## config.mk

```make
export PLATFORM = sky130hd
export DESIGN_NAME = cache_mem_arbiter_flat
export DESIGN_NICKNAME = d
export VERILOG_FILES = /design/src/rtl/cpu_types_pkg.sv /design/src/rtl/cache_mem_arbiter_if.sv /design/src/rtl/arb_watchdog.sv /design/src/rtl/cache_mem_arbiter.sv /design/src/flat_wrapper.sv
export SDC_FILE = /design/constraint.sdc
export NUM_CORES = 1
export LEC_CHECK = 0
export CELL_PAD_IN_SITES_DETAIL_PLACEMENT = 1
export CELL_PAD_IN_SITES_GLOBAL_PLACEMENT = 1
export CORE_UTILIZATION = 15
export CTS_CLUSTER_SIZE = 25
export DETAILED_ROUTE_END_ITERATION = 16
export PLACE_DENSITY = 0.79
export SYNTH_ARGS = -nofsm -noshare
export SYNTH_HDL_FRONTEND = slang
export SYNTH_SLANG_ARGS = --single-unit
```

## constraint.sdc

```tcl
create_clock -name CLK -period 2.7 [get_ports CLK]
set_input_delay 0.81 -clock CLK [delete_from_list [all_inputs] [get_ports CLK]]
set_output_delay 0.81 -clock CLK [all_outputs]
set_load 0.05 [all_outputs]
```

## src/rtl/cpu_types_pkg.sv

```systemverilog
// Shared types for the cache/RAM arbiter: bus word, RAM status and grant FSM states.
package cpu_types_pkg;

    typedef logic [31:0] word_t;

    typedef enum logic [1:0] {
        FREE   = 2'd0,
        BUSY   = 2'd1,
        ACCESS = 2'd2,
        ERROR  = 2'd3
    } ramstate_t;

    typedef enum logic [1:0] {
        IDLE = 2'd0,
        IGNT = 2'd1,
        DGNT = 2'd2
    } arb_state_t;

endpackage

```

## src/rtl/cache_mem_arbiter_if.sv

```systemverilog
// Bundle of icache, dcache and RAM-port signals seen by the arbiter.
interface cache_mem_arbiter_if;
    import cpu_types_pkg::*;

    logic      iREN;
    word_t     iaddr;
    word_t     iload;
    logic      iwait;
    logic      dREN;
    logic      dWEN;
    word_t     daddr;
    word_t     dstore;
    word_t     dload;
    logic      dwait;
    logic      ramREN;
    logic      ramWEN;
    word_t     ramaddr;
    word_t     ramstore;
    word_t     ramload;
    ramstate_t ramstate;

    // Arbiter side: owns the RAM port and the cache wait/load returns.
    modport master (
        input  iREN, iaddr, dREN, dWEN, daddr, dstore, ramload, ramstate,
        output iload, iwait, dload, dwait, ramREN, ramWEN, ramaddr, ramstore
    );

    // Environment side: the two caches plus the RAM.
    modport slave (
        output iREN, iaddr, dREN, dWEN, daddr, dstore, ramload, ramstate,
        input  iload, iwait, dload, dwait, ramREN, ramWEN, ramaddr, ramstore
    );

endinterface

```

## src/rtl/arb_watchdog.sv

```systemverilog
// Counts granted cycles without RAM ACCESS; pulses timeout and latches a sticky error.
module arb_watchdog #(
    parameter int TIMEOUT = 255
) (
    input  logic CLK,
    input  logic nRST,
    input  logic i_active,
    input  logic i_done,
    output logic o_timeout,
    output logic o_err
);
    localparam int WW = $clog2(TIMEOUT + 1);

    logic [WW-1:0] r_wd_cnt;
    logic          r_err;

    // Fires in the TIMEOUT-th stalled grant cycle so the FSM leaves on that edge.
    assign o_timeout = i_active && !i_done && (r_wd_cnt == WW'(TIMEOUT - 1));
    assign o_err     = r_err;

    always_ff @(posedge CLK or negedge nRST) begin
        if (!nRST) begin
            r_wd_cnt <= '0;
            r_err    <= 1'b0;
        end else begin
            if (!i_active || i_done || o_timeout) begin
                r_wd_cnt <= '0;
            end else begin
                r_wd_cnt <= r_wd_cnt + 1'b1;
            end
            if (o_timeout) begin
                r_err <= 1'b1;
            end
        end
    end

endmodule

```

## src/rtl/cache_mem_arbiter.sv

```systemverilog
// Arbitrates icache/dcache single-word requests onto one RAM port; dcache first, icache anti-starvation.
module cache_mem_arbiter
    import cpu_types_pkg::*;
#(
    parameter int STARVE_LIMIT = 4,
    parameter int TIMEOUT      = 255
) (
    input  logic                CLK,
    input  logic                nRST,
    cache_mem_arbiter_if.master bus,
    output logic                err
);
    localparam int SW = $clog2(STARVE_LIMIT + 1);

    arb_state_t    r_state;
    arb_state_t    w_next_state;
    logic [SW-1:0] r_starve_cnt;
    logic [SW-1:0] w_starve_next;
    logic          w_dreq;
    logic          w_force_i;
    logic          w_done;
    logic          w_active;
    logic          w_timeout;

    assign w_dreq    = bus.dREN | bus.dWEN;
    assign w_force_i = bus.iREN && (r_starve_cnt == SW'(STARVE_LIMIT));
    assign w_done    = (bus.ramstate == ACCESS);
    assign w_active  = (r_state != IDLE);

    assign bus.iload = bus.ramload;
    assign bus.dload = bus.ramload;

    arb_watchdog #(
        .TIMEOUT (TIMEOUT)
    ) u_watchdog (
        .CLK       (CLK),
        .nRST      (nRST),
        .i_active  (w_active),
        .i_done    (w_done),
        .o_timeout (w_timeout),
        .o_err     (err)
    );

    // NOTE: non-blocking assignments so every register samples pre-edge values.
    always_ff @(posedge CLK or negedge nRST) begin
        if (!nRST) begin
            r_state      <= IDLE;
            r_starve_cnt <= '0;
        end else begin
            r_state      <= w_next_state;
            r_starve_cnt <= w_starve_next;
        end
    end

    always_comb begin
        // NOTE: defaults first, so no branch leaves an output unassigned and infers a latch.
        w_next_state = r_state;
        w_starve_next = r_starve_cnt;
        bus.iwait    = 1'b1;
        bus.dwait    = 1'b1;
        bus.ramREN   = 1'b0;
        bus.ramWEN   = 1'b0;
        bus.ramaddr  = '0;
        bus.ramstore = '0;

        case (r_state)
            IDLE: begin
                if (w_dreq && !w_force_i) begin
                    w_next_state = DGNT;
                end else if (bus.iREN) begin
                    w_next_state = IGNT;
                end
            end

            DGNT: begin
                if (!w_dreq) begin
                    w_next_state = IDLE;
                end else begin
                    bus.ramaddr  = bus.daddr;
                    bus.ramstore = bus.dstore;
                    bus.ramWEN   = bus.dWEN;
                    bus.ramREN   = bus.dREN & ~bus.dWEN;
                    if (w_done) begin
                        bus.dwait    = 1'b0;
                        w_next_state = IDLE;
                        if (!bus.iREN) begin
                            w_starve_next = '0;
                        end else if (r_starve_cnt != SW'(STARVE_LIMIT)) begin
                            w_starve_next = r_starve_cnt + 1'b1;
                        end
                    end
                end
            end

            IGNT: begin
                if (!bus.iREN) begin
                    w_next_state = IDLE;
                end else begin
                    bus.ramaddr = bus.iaddr;
                    bus.ramREN  = 1'b1;
                    if (w_done) begin
                        bus.iwait     = 1'b0;
                        w_next_state  = IDLE;
                        w_starve_next = '0;
                    end
                end
            end

            default: w_next_state = IDLE;
        endcase

        // A stuck transaction is abandoned unacknowledged and re-arbitrated.
        if (w_timeout) begin
            w_next_state = IDLE;
        end
    end

endmodule

```

## src/flat_wrapper.sv

```systemverilog
// flat-port wrapper written by rule: the top's interface ports become plain ports
module cache_mem_arbiter_flat import cpu_types_pkg::*;
#(
    parameter int STARVE_LIMIT = 4,
    parameter int TIMEOUT      = 255
)
  (CLK, nRST, err, bus_iREN, bus_iaddr, bus_dREN, bus_dWEN, bus_daddr, bus_dstore, bus_ramload, bus_ramstate, bus_iload, bus_iwait, bus_dload, bus_dwait, bus_ramREN, bus_ramWEN, bus_ramaddr, bus_ramstore);
  cache_mem_arbiter_if bus_i ();
  input  logic CLK;
  input  logic nRST;
  output logic err;
  input wire logic [$bits(bus_i.iREN)-1:0] bus_iREN;
  input wire logic [$bits(bus_i.iaddr)-1:0] bus_iaddr;
  input wire logic [$bits(bus_i.dREN)-1:0] bus_dREN;
  input wire logic [$bits(bus_i.dWEN)-1:0] bus_dWEN;
  input wire logic [$bits(bus_i.daddr)-1:0] bus_daddr;
  input wire logic [$bits(bus_i.dstore)-1:0] bus_dstore;
  input wire logic [$bits(bus_i.ramload)-1:0] bus_ramload;
  input wire logic [$bits(bus_i.ramstate)-1:0] bus_ramstate;
  output wire logic [$bits(bus_i.iload)-1:0] bus_iload;
  output wire logic [$bits(bus_i.iwait)-1:0] bus_iwait;
  output wire logic [$bits(bus_i.dload)-1:0] bus_dload;
  output wire logic [$bits(bus_i.dwait)-1:0] bus_dwait;
  output wire logic [$bits(bus_i.ramREN)-1:0] bus_ramREN;
  output wire logic [$bits(bus_i.ramWEN)-1:0] bus_ramWEN;
  output wire logic [$bits(bus_i.ramaddr)-1:0] bus_ramaddr;
  output wire logic [$bits(bus_i.ramstore)-1:0] bus_ramstore;
  assign bus_i.iREN = bus_iREN;
  assign bus_i.iaddr = bus_iaddr;
  assign bus_i.dREN = bus_dREN;
  assign bus_i.dWEN = bus_dWEN;
  assign bus_i.daddr = bus_daddr;
  assign bus_i.dstore = bus_dstore;
  assign bus_i.ramload = bus_ramload;
  assign bus_i.ramstate = bus_ramstate;
  assign bus_iload = bus_i.iload;
  assign bus_iwait = bus_i.iwait;
  assign bus_dload = bus_i.dload;
  assign bus_dwait = bus_i.dwait;
  assign bus_ramREN = bus_i.ramREN;
  assign bus_ramWEN = bus_i.ramWEN;
  assign bus_ramaddr = bus_i.ramaddr;
  assign bus_ramstore = bus_i.ramstore;
  cache_mem_arbiter #(.STARVE_LIMIT(STARVE_LIMIT), .TIMEOUT(TIMEOUT)) u_core (.CLK(CLK), .nRST(nRST), .bus(bus_i), .err(err));
endmodule
```

# After elaboration in Yosys (flattened, before gate mapping)
# Cells that the tools add are included.
# classes
n_addsub,2
eq_ne,12
muxes,30
n_bitwise,3
n_reduce_logical,13
# op_table
op,n
$mux W32,4
$pmux W32 S2,1
$mux W3,6
$mux W2,6
$mux W1,9
$add A8 B1 Y8 const B,1
$eq A8 B8 Y1 const B,1
$mux W8,1
$ne A2 B2 Y1 const B,3
$pmux W2 S3,1
$pmux W3 S2,1
$reduce_and A6 Y1,1
$eq A2 B2 Y1 const B,2
$logic_and A1 B1 Y1,4
$ne A4 B3 Y1 const B,1
$reduce_bool A2 Y1,2
$add A3 B1 Y3 const B,1
$eq A3 B3 Y1 const B,1
$logic_not A1 Y1,3
$ne A3 B2 Y1 const B,1
$ne A3 B3 Y1 const B,1
$eq A2 B1 Y1 const B,1
$logic_not A2 Y1,1
$logic_or A1 B1 Y1,2
other kinds (5),5
# totals
ff_bits,14
input_bits,135
word_cells,64

# Longest topological paths before layout
# Gate-level depths: netlist of run 1.
# depth
word_depth,7
ltp_mapped,7
ltp_nobuf,6

# Hierarchy
# A second synthesis of run 1 with hierarchy kept.
# unflattened
hier_cells,269
area_unflattened_um2,2120.8
# by_module_without_submodules
mod,n_inst,cells_per_inst,area_each_um2,seq_area_each_um2
cache_mem_arbiter,1,226,1671.6,125.1
arb_watchdog,1,43,449.2,225.2

# Worst setup path before layout of run 1
# Ideal clock, no wire load.
# synth_timing
path_kind,input port to output port
start,input port bus_dWEN
end,output port bus_ramaddr[1]
arrival_time_ps,2183
setup_slack_ps,-293
stages,5
path_buffers,2
cell_sequence,o21a_1 -> buf_2 -> clkbuf_1 -> a22oi_1 -> nor2b_1
# synth_via
elab_chain_len,3
# synth_rtl
element,line_no,rtl
from (decl),flat_wrapper.sv:15,input wire logic [$bits(bus_i.dWEN)-1:0] bus_dWEN;
$or A1 B1 Y1,cache_mem_arbiter.sv:25,assign w_dreq = bus.dREN | bus.dWEN;
$mux W32,cache_mem_arbiter.sv:76,if (!w_dreq) begin
$pmux W32 S2,cache_mem_arbiter.sv:66,case (r_state)
to (decl),flat_wrapper.sv:26,output wire logic [$bits(bus_i.ramaddr)-1:0] bus_ramaddr;
# No other way between the ends.

# Worst setup path in the final report of run 1
# layout_timing
start,input port bus_dWEN
end,output port bus_ramaddr[22]
# Same word-level chain as after synthesis.

==> results of run 1 <==
==> registers in the layout, indices dropped and copies added (netlist names) <==
register,cells
u_core.r_starve_cnt,3
u_core.u_watchdog.o_err,1
u_core.r_state,2
u_core.u_watchdog.r_wd_cnt,8
==> cell families after synthesis <==
kind of cell    share of synthesized area (%)
flops                                    17.2
mux                                      1.05
compound gates                           16.1
buf+inv                                  27.6
simple gates                             30.5
xor+xnor                                 2.59
fa+ha+maj                                4.93
==> through the flow <==
| step | instance area (µm²) | hold WS [ps] | cells |
|---|---|---|---|
| after detailed placement | 4480 | 472 | 549 |
| after global placement | 4480 | 459 | 549 |
| after global routing | 5150 | 505 | 569 |
| after floorplan | 2250 | 494 | 265 |
| after CTS | 5090 | 483 | 566 |
| final | 5150 | 478 | 569 |
==> critical path, delay by kind of cell <==
kind / cells / cell delay [ps]
buf+inv: 4 / 510
compound gates: 2 / 470
simple gates: 1 / 70
==> cell usage in the layout (no fill, tap or decap), types with 4 or more instances in the layout <==
| cell type | count |
|---|---|
| and2_4 | 29 |
| ha_1 | 6 |
| nor2_1 | 14 |
| buf_12 | 74 |
| dfrtp_1 | 12 |
| clkdlybuf4s50_1 | 100 |
| buf_6 | 6 |
| nand3_1 | 5 |
| and2_1 | 6 |
| nor2b_2 | 5 |
| buf_4 | 12 |
| xor2_1 | 5 |
| buf_16 | 5 |
| clkbuf_16 | 4 |
| a22oi_2 | 31 |
| nand2_1 | 5 |
| nor2b_4 | 28 |
| o21a_1 | 4 |
| inv_1 | 5 |
==> layout make-up <==
type / instances / area [µm²]
fill: 1423 / 8090
timing repair buffer: 202 / 2870
multi-input combinational: 167 / 1590
sequential: 14 / 353
tap: 176 / 220
clock buffer: 4 / 88.8
inverter: 6 / 22.5
==> power by group through the flow <==
stage / clock network (W) / logic (W) / registers [W]
after detailed placement: 0 / 0.00344 / 0.000315
final: 0.000314 / 0.00407 / 0.000319
after CTS: 0.000320 / 0.00407 / 0.000317
after global placement: 0 / 0.00337 / 0.000306
after global routing: 0.000326 / 0.00424 / 0.000325
after floorplan: 0 / 0.00207 / 0.000298
==> timing repair <==
| item | 4_1_cts | 5_1_grt |
|---|---|---|
| setup buffers | 7 | 2 |
| pin swaps | 20 | 4 |
| setup endpoints to repair | 67 | 41 |
| gates resized for setup | 86 | 10 |
| cloned | 6 | 1 |
| endpoints found under the hold margin | 0 | 0 |
==> per-layer routing <==
metal  vias to the layer above  routed length [µm]  GRT usage (%)
li1                       1085                   -              -
met1                      1141                3410           14.4
met2                       114                6020           30.1
met3                         8                 781           4.15
met4                         0                  87           1.58
met5                         -                   0              0
==> path summary, 6_finish.rpt <==
path	from	to	slack, ps
worst max register to register	u_core.r_state[1]	u_core.r_starve_cnt[2]	600
worst min register to register	u_core.u_watchdog.o_err	u_core.u_watchdog.o_err	480
max in group asynchronous	nRST	u_core.r_state[1]	1260
min in group asynchronous	nRST	u_core.u_watchdog.r_wd_cnt[2]	970
worst min-delay path	u_core.u_watchdog.o_err	u_core.u_watchdog.o_err	480
worst max-delay path	bus_dWEN	bus_ramaddr[22]	20
==> impl_metrics.tcl, run 1 <==
set metrics [dict create \
    status "complete, no violations" \
    comb_power_share_pct 86.5 \
    io_pins 268 \
    via_count 2348 \
    wl_per_cell_um 18.1 \
    antenna_cells 0 \
    crit_top_cell "buf_8" \
    finalNetCount 537 \
    synth.most_common_cell "buf_4" \
    synthArstFlopShare_pct 100 \
    antenna_left 0 \
    ys_top_cells_by_area "buf_4 (24%), dfrtp_1 (17%), a22oi_1 (12%)" \
    yosysWarningCount 0 \
    htreeDepth 1 \
    setup_violations 0 \
    required_ps 1890 \
    gp_congestion 0.838 \
    insertion_delay_ps 240 \
    grt_pass1_wl_um 15700 \
    powerDensity_nw_per_um2 914 \
    maxSlewHeadroom_pct 55.9 \
    reg2reg_depth 8 \
    drive_gt1_share_pct 52.7 \
    hold_viol_final 0 \
    grt_pass1_vias 2768 \
    critPathArrivalTime_ps 1870 \
    slew_viol_final 0 \
    ir_drop_mv 0.479 \
    tritoncts "built" \
    cts_sinks 14 \
    critPathKind "in -> out" \
    switching_share_pct 43.8 \
    drt_iter0_drc 75 \
    max_slew.worst_pin.slew_ps 660 \
    fin_worst_skew_ps 1.06 \
    dpl.hpwl_um 7740 \
    cp_slowest_cell "o21a_4" \
    cts-hold-fix-buffers 0 \
    synth-main-ff-cell "dfrtp_1" \
    hold_path_class "reg -> reg" \
    cts-root-buf "clkbuf_16" \
    fin_util_pct 38.9 \
    cts_made_buffers 3 \
    synth_edf_count 0 \
    area_delta_synth_final_pct 153 \
    drc 0 \
    yosysTopAreaCellShare_pct 24.0 \
    core-area_um2 13200 \
    p_sw_w 0.00206 \
    worst_slack_ps 15.1 \
    internal_power_w 0.00265 \
    via_per_inst 4.13 \
    synth_fp_nets 408 \
    critical_path.max_fanout 8 \
    synth_seq_cells 14 \
    start_util_pct 15.3 \
    grt_util_all_layers_pct 14.5 \
    die_area_um2 14000 \
    clk_pin_slew_ps 50 \
    cap_violations 0 \
    hold_path_depth 1 \
    place_ws_ps -366 \
    rows 42 \
    p_seq_share_pct 6.8 \
    slowest_delay_ps 250 \
    post-route-period-util_pct 99.4 \
    chipWidth_um 118 \
    power.clock.fraction_pct 6.7 \
    p_leak_nw 2.04 \
    grt_setup_unrepaired "yes" \
    seq_area_frac_synth_pct 17.2 \
    period_minus_slack_ps 2680 \
    grt_max_degree 34 \
    max_freq_mhz 372 \
    first_pass_iters 6 \
    tns_ps 0 \
    ys_types 33 \
    syn_avg_cell_area_um2 7.67 \
    cts.path.max_buffers 2 \
    synth_cells 265 \
    die_h_um 118 \
    startpoint_type "input pin" \
    worst_setup_path_end_kind "primary output" \
    port_buffers 171 \
    yosysTopAreaCell "buf_4" \
    crit_chain "buf_8 > o21a_4 > buf_6 > buf_8 > a22oi_2 > nor2b_4 > buf_12" \
    antenna_found_initial 0 \
    grt_overflow 0 \
    syn-cell-area_um2 2030 \
    p_total_w 0.00470 \
    synth_common_cells "buf_4 (65), and2_1 (35), nor2b_1 (34)" \
    finalWirelength_um 10300 \
]
(Power assumes the default switching activity.)
==> run 2, diff against run 1 <==
Settings changed: CORE_AREA set to 2 2 103 105, CORE_UTILIZATION 15 to unset, CTS_BUF_LIST set to sky130_fd_sc_hd__clkbuf_16, DIE_AREA set to 0 0 105 107, DONT_BUFFER_PORTS set to 1, PLACE_DENSITY 0.79 to 0.46, SLEW_MARGIN set to 10.
==> run 2 against run 1 <==
  * Final area is 35% lower
  * Count of clock-buffer cells in the layout is 1 lower
  * Utilization is 5.9 points lower
  * Global-route usage is 3.6 points lower
  * Fmax is 3.0% higher
  * Die area is 20% lower
  * Cell count is 29% lower
  * Worst setup slack better by 78 ps
  * Wire length is 32% lower
  * Register-to-register slack better by 250 ps
  * Critical endpoint is now bus_ramaddr[31]
  * Largest power group unchanged
==> impl_metrics.tcl, run 2 (same netlist as run 1, synthesis figures left out) <==
set metrics [dict create \
    status "complete, no violations" \
    final_cell_mix "buf_12 (49), and2_1 (34), nor2b_4 (28)" \
    largestRegisters "u_core.u_watchdog.r_wd_cnt: 8 flops, u_core.r_starve_cnt: 3 flops, u_core.r_state: 2 flops" \
    antenna_found_initial 0 \
    drt_iter0_drc 78 \
    tritoncts "built" \
    area_delta_synth_final_pct 63.8 \
    antenna_cells 0 \
    io_pins 268 \
    critPathArrivalTime_ps 1800 \
    p_leak_nw 1.33 \
    cts_sinks 14 \
    instances_no_fill 404 \
    grt_use_met3_pct 4.50 \
    core-area_um2 10100 \
    start_util_pct 20.1 \
    wl_per_cell_um 17.4 \
    cap_violations 0 \
    cp_slowest_cell "dfrtp_2" \
    tns_ps 0 \
    cts-hold-fix-buffers 0 \
    grt_util_all_layers_pct 10.9 \
    port_buffers 0 \
    grt_setup_unrepaired "no" \
    largest_register_ffs 8 \
    powerDensity_nw_per_um2 1100 \
    slew_viol_final 0 \
    via_count 1782 \
    place_area_um2 3040 \
    crit_chain "inv_1 > ha_4 > o21a_4 > buf_12 > a22oi_1 > nor2b_2 > buf_12" \
    setup_violations 0 \
    place_inst 397 \
    die_area_um2 11200 \
    startpoint_type "register" \
    mostFrequentLayoutCell "buf_12" \
    gp_congestion 0.710 \
    worst_setup_path_end_kind "primary output" \
    finalNetCount 413 \
    fin_worst_skew_ps 1.02 \
    hold_path_class "in -> async" \
    grt_max_degree 49 \
    grt_overflow 0 \
    max_freq_mhz 384 \
    drive_gt1_share_pct 53.0 \
    drc 0 \
    antenna_left 0 \
    clk_pin_slew_ps 50 \
    period_minus_slack_ps 2610 \
    slowest_delay_ps 430 \
    met2_usage_pct 20.5 \
    ir_drop_mv 0.403 \
    busiest_layer "met2" \
    critPathTopFamily "buffers and inverters" \
    finalWirelength_um 7050 \
    finalInstanceArea_um2 3330 \
    via_per_inst 4.41 \
    hold_viol_final 0 \
    fin_util_pct 33.0 \
    critPathKind "reg -> out" \
    cts-root-buf "clkbuf_16" \
    rows 37 \
    maxSlewHeadroom_pct 61.6 \
    required_ps 1890 \
    grt_use_met1_pct 11.7 \
    max_slew.worst_pin.slew_ps 573 \
    top_register "u_core.u_watchdog.r_wd_cnt" \
    grt_pass1_wl_um 9970 \
    cts.path.max_buffers 2 \
    crit_top_cell "buf_12" \
    grt_pass1_vias 1926 \
    cts_made_buffers 3 \
    post-route-period-util_pct 96.5 \
    die_h_um 107 \
    insertion_delay_ps 240 \
    chipWidth_um 105 \
    dpl.hpwl_um 5500 \
    htreeDepth 1 \
    first_pass_iters 2 \
    critical_path.max_fanout 24 \
    cp_num_buf_inv 3 \
]
## run 2: changes by cell type in the layout (fill, tap and decap cells not counted), sizes merged
cell / previous run / this run
clkdlybuf4s50: 100 / 0
bufbuf: 1 / 0
buf: 100 / 76
## run 2: metal layers
metal,vias up,part of all wire [%]
met4,0,0.92
met5,-,0
li1,834,-
met3,10,8.9
met1,821,35
met2,117,55
## run 2: final timing paths
path                                   startpoint                      end  slack [ps]  cells past startpoint
max                             u_core.r_state[0]          bus_ramaddr[31]          90                      7
min                                          nRST  u_core.u_watchdog.o_err         260                      0
max reg2reg                u_core.r_starve_cnt[0]   u_core.r_starve_cnt[2]         850                      6
min reg2reg                u_core.r_starve_cnt[1]   u_core.r_starve_cnt[1]         560                      2
max in group asynchronous                    nRST        u_core.r_state[0]        2360                      0
min in group CLK           u_core.r_starve_cnt[1]   u_core.r_starve_cnt[1]         560                      2
## run 2: timing repair
item / 4_1_cts / 5_1_grt
pin swaps: 0 / 11
gates cloned: 0 / 2
endpoints found under the setup margin: 24 / 32
setup buffers: 0 / 2
resized for setup: 4 / 28
## run 2: area by class of cell
type | instances | area, µm²
fillers | 1171 | 6760
clock buffers | 3 | 75.1
inverters | 6 | 22.5
well taps | 136 | 170
repair buffers | 78 | 1230
multi-input cells | 167 | 1470
flip-flops and latches | 14 | 353
## run 2: report_power, final
group | leakage [nW] | switching [W] | internal [W]
sequential | 0.182 | 0.0000556 | 0.000257
clock | 0.0370 | 0.0000816 | 0.000193
combinational | 1.12 | 0.00165 | 0.00142
total | 1.33 | 0.00179 | 0.00187
## run 2: worst reg2reg max path: cells and delay by family (launching register included)
family                   cells  cell delay, ps
buffers and inverters        1              60
AO/OA/AOI/OAI                2             380
AND/OR/NAND/NOR              2             710
flip-flops                   1             390
adder cells (fa/ha/maj)      1             200
## run 2: metrics by stage
step | hold slack [ps] | power [W] | setup slack [ps]
2_1_floorplan | 494 | 0.00237 | 49.9
3_3_place_gp | 515 | 0.00320 | 141
3_5_place_dp | 515 | 0.00324 | 136
4_1_cts | 256 | 0.00354 | -23.9
5_1_grt | 250 | 0.00384 | 1.33
6_report | 263 | 0.00366 | 93.4
==> run 3, diff against run 2 <==
Settings changed: CAP_MARGIN set to 40, PLACE_DENSITY 0.46 to unset, PLACE_DENSITY_LB_ADDON set to 0.1.
==> run 3 against run 2 <==
  * Cell count unchanged
  * Register-to-register slack worse by 60 ps
  * Flip-flop and latch count stayed put
  * Sequential share of layout area shrank 0.90 points
  * Largest power group unchanged
==> impl_metrics.tcl, run 3 (same netlist as run 1, synthesis figures left out) <==
set metrics [dict create \
    drc 0 \
    maxSlewHeadroom_pct 58.2 \
    max_freq_mhz 384 \
    clk_pin_slew_ps 50 \
    finalWirelength_um 8430 \
    die_h_um 107 \
    rows 37 \
    grt_use_met1_pct 14.0 \
    drive_gt1_share_pct 54.9 \
    grt_pass1_vias 1834 \
    finalNetCount 413 \
    cts-hold-fix-buffers 0 \
    post-route-period-util_pct 96.5 \
    required_ps 1890 \
    finalInstanceArea_um2 3610 \
    top_register "u_core.u_watchdog.r_wd_cnt" \
    gp_congestion 0.707 \
    cts.path.max_buffers 2 \
    critPathArrivalTime_ps 1800 \
    startpoint_type "register" \
    antenna_found_initial 0 \
    busiest_layer "met2" \
    grt_max_degree 67 \
    via_count 1806 \
    slew_viol_final 0 \
    place_inst 395 \
    critPathKind "reg -> out" \
    grt_overflow 0 \
    p_leak_nw 1.41 \
    largestRegisters "u_core.u_watchdog.r_wd_cnt: 8 flops, u_core.r_starve_cnt: 3 flops, u_core.r_state: 2 flops" \
    core-area_um2 10100 \
    wl_per_cell_um 20.9 \
    tritoncts "built" \
    hold_viol_final 0 \
    mostFrequentLayoutCell "buf_12" \
    grt_setup_unrepaired "no" \
    powerDensity_nw_per_um2 1090 \
    status "complete, no violations" \
    dpl.hpwl_um 6530 \
    fin_worst_skew_ps 4.02 \
    cts_made_buffers 3 \
    die_area_um2 11200 \
    met2_usage_pct 24.6 \
    htreeDepth 1 \
    grt_util_all_layers_pct 13.0 \
    port_buffers 0 \
    final_cell_mix "buf_12 (68), and2_1 (34), a22oi_2 (30)" \
    drt_iter0_drc 52 \
    hold_path_class "in -> async" \
    ir_drop_mv 0.448 \
    first_pass_iters 3 \
    antenna_cells 0 \
    instances_no_fill 404 \
    io_pins 268 \
    max_slew.worst_pin.slew_ps 623 \
    via_per_inst 4.47 \
    area_delta_synth_final_pct 77.8 \
    cap_violations 0 \
    setup_violations 0 \
    cts_sinks 14 \
    place_area_um2 3280 \
    chipWidth_um 105 \
    worst_setup_path_end_kind "primary output" \
    critical_path.max_fanout 16 \
    insertion_delay_ps 250 \
    largest_register_ffs 8 \
    grt_use_met3_pct 4.56 \
    grt_pass1_wl_um 11300 \
    period_minus_slack_ps 2610 \
    reg2reg_slack_ps 790 \
    antenna_left 0 \
    start_util_pct 20.1 \
    cts-root-buf "clkbuf_16" \
]
-- run 3: cell count changes in the layout (fill, tap and decap cells not counted) --
cell / delta
buf_4: -21
buf_12: +19
a22oi_1: -8
a22oi_2: +8
dfrtp_1: +2
dfrtp_2: -2
buf_6: +1
clkbuf_16: +1
ha_1: +1
ha_4: -1
-- run 3: layer usage --
| metal | up-vias | part of all wire, % |
|---|---|---|
| li1 | 829 | - |
| met1 | 872 | 34 |
| met2 | 101 | 58 |
| met3 | 4 | 8.4 |
| met4 | 0 | 0.49 |
| met5 | - | 0 |
-- run 3: area by class of cell --
class,instances,area (µm²)
fillers,1112,6480
flip-flops and latches,14,350
clock buffers,3,75.1
inverters,6,22.5
well taps,136,170
repair buffers,78,1490
multi-input cells,167,1500
-- run 3: worst paths after layout --
check                                                     end                           from  cells past startpoint
worst max-delay path                           bus_ramaddr[0]              u_core.r_state[0]                      7
worst min-delay path            u_core.u_watchdog.r_wd_cnt[5]                           nRST                      0
worst max register to register         u_core.r_starve_cnt[0]              u_core.r_state[1]                      7
worst min register to register  u_core.u_watchdog.r_wd_cnt[0]  u_core.u_watchdog.r_wd_cnt[0]                      1
max in group asynchronous       u_core.u_watchdog.r_wd_cnt[2]                           nRST                      0
min in group CLK                u_core.u_watchdog.r_wd_cnt[0]  u_core.u_watchdog.r_wd_cnt[0]                      1
-- run 3: worst max-delay path, cell delays in order (launching register included) --
cell,delay [ps]
dfrtp_1,420
inv_1,100
ha_1,230
o21a_4,160
clkbuf_16,200
a22oi_2,220
nor2b_4,70
buf_12,150
-- run 3: power by group --
| part | total [W] | internal, W | switching, W |
|---|---|---|---|
| logic | 0.00336 | 0.00161 | 0.00174 |
| clock network | 0.000282 | 0.000194 | 0.0000883 |
| registers | 0.000314 | 0.000255 | 0.0000589 |
-- run 3: metrics by stage --
step	TNS [ps]	hold WS (ps)	util [%]	total power (W)	setup slack [ps]
2_1_floorplan	0	494	-	0.00237	49.9
3_3_place_gp	0	515	32.5	0.00349	76.7
3_5_place_dp	0	515	32.5	0.00350	68.0
4_1_cts	-40.6	253	34.0	0.00383	-9.92
5_1_grt	0	250	35.8	0.00412	5.34
6_report	0	257	35.8	0.00395	93.5
-- run 3: repair_timing --
item	4_1_cts	5_1_grt
setup endpoints to repair	28	40
gates resized for setup	12	22
setup buffers	2	1
cloned	0	3
pin swaps	0	14
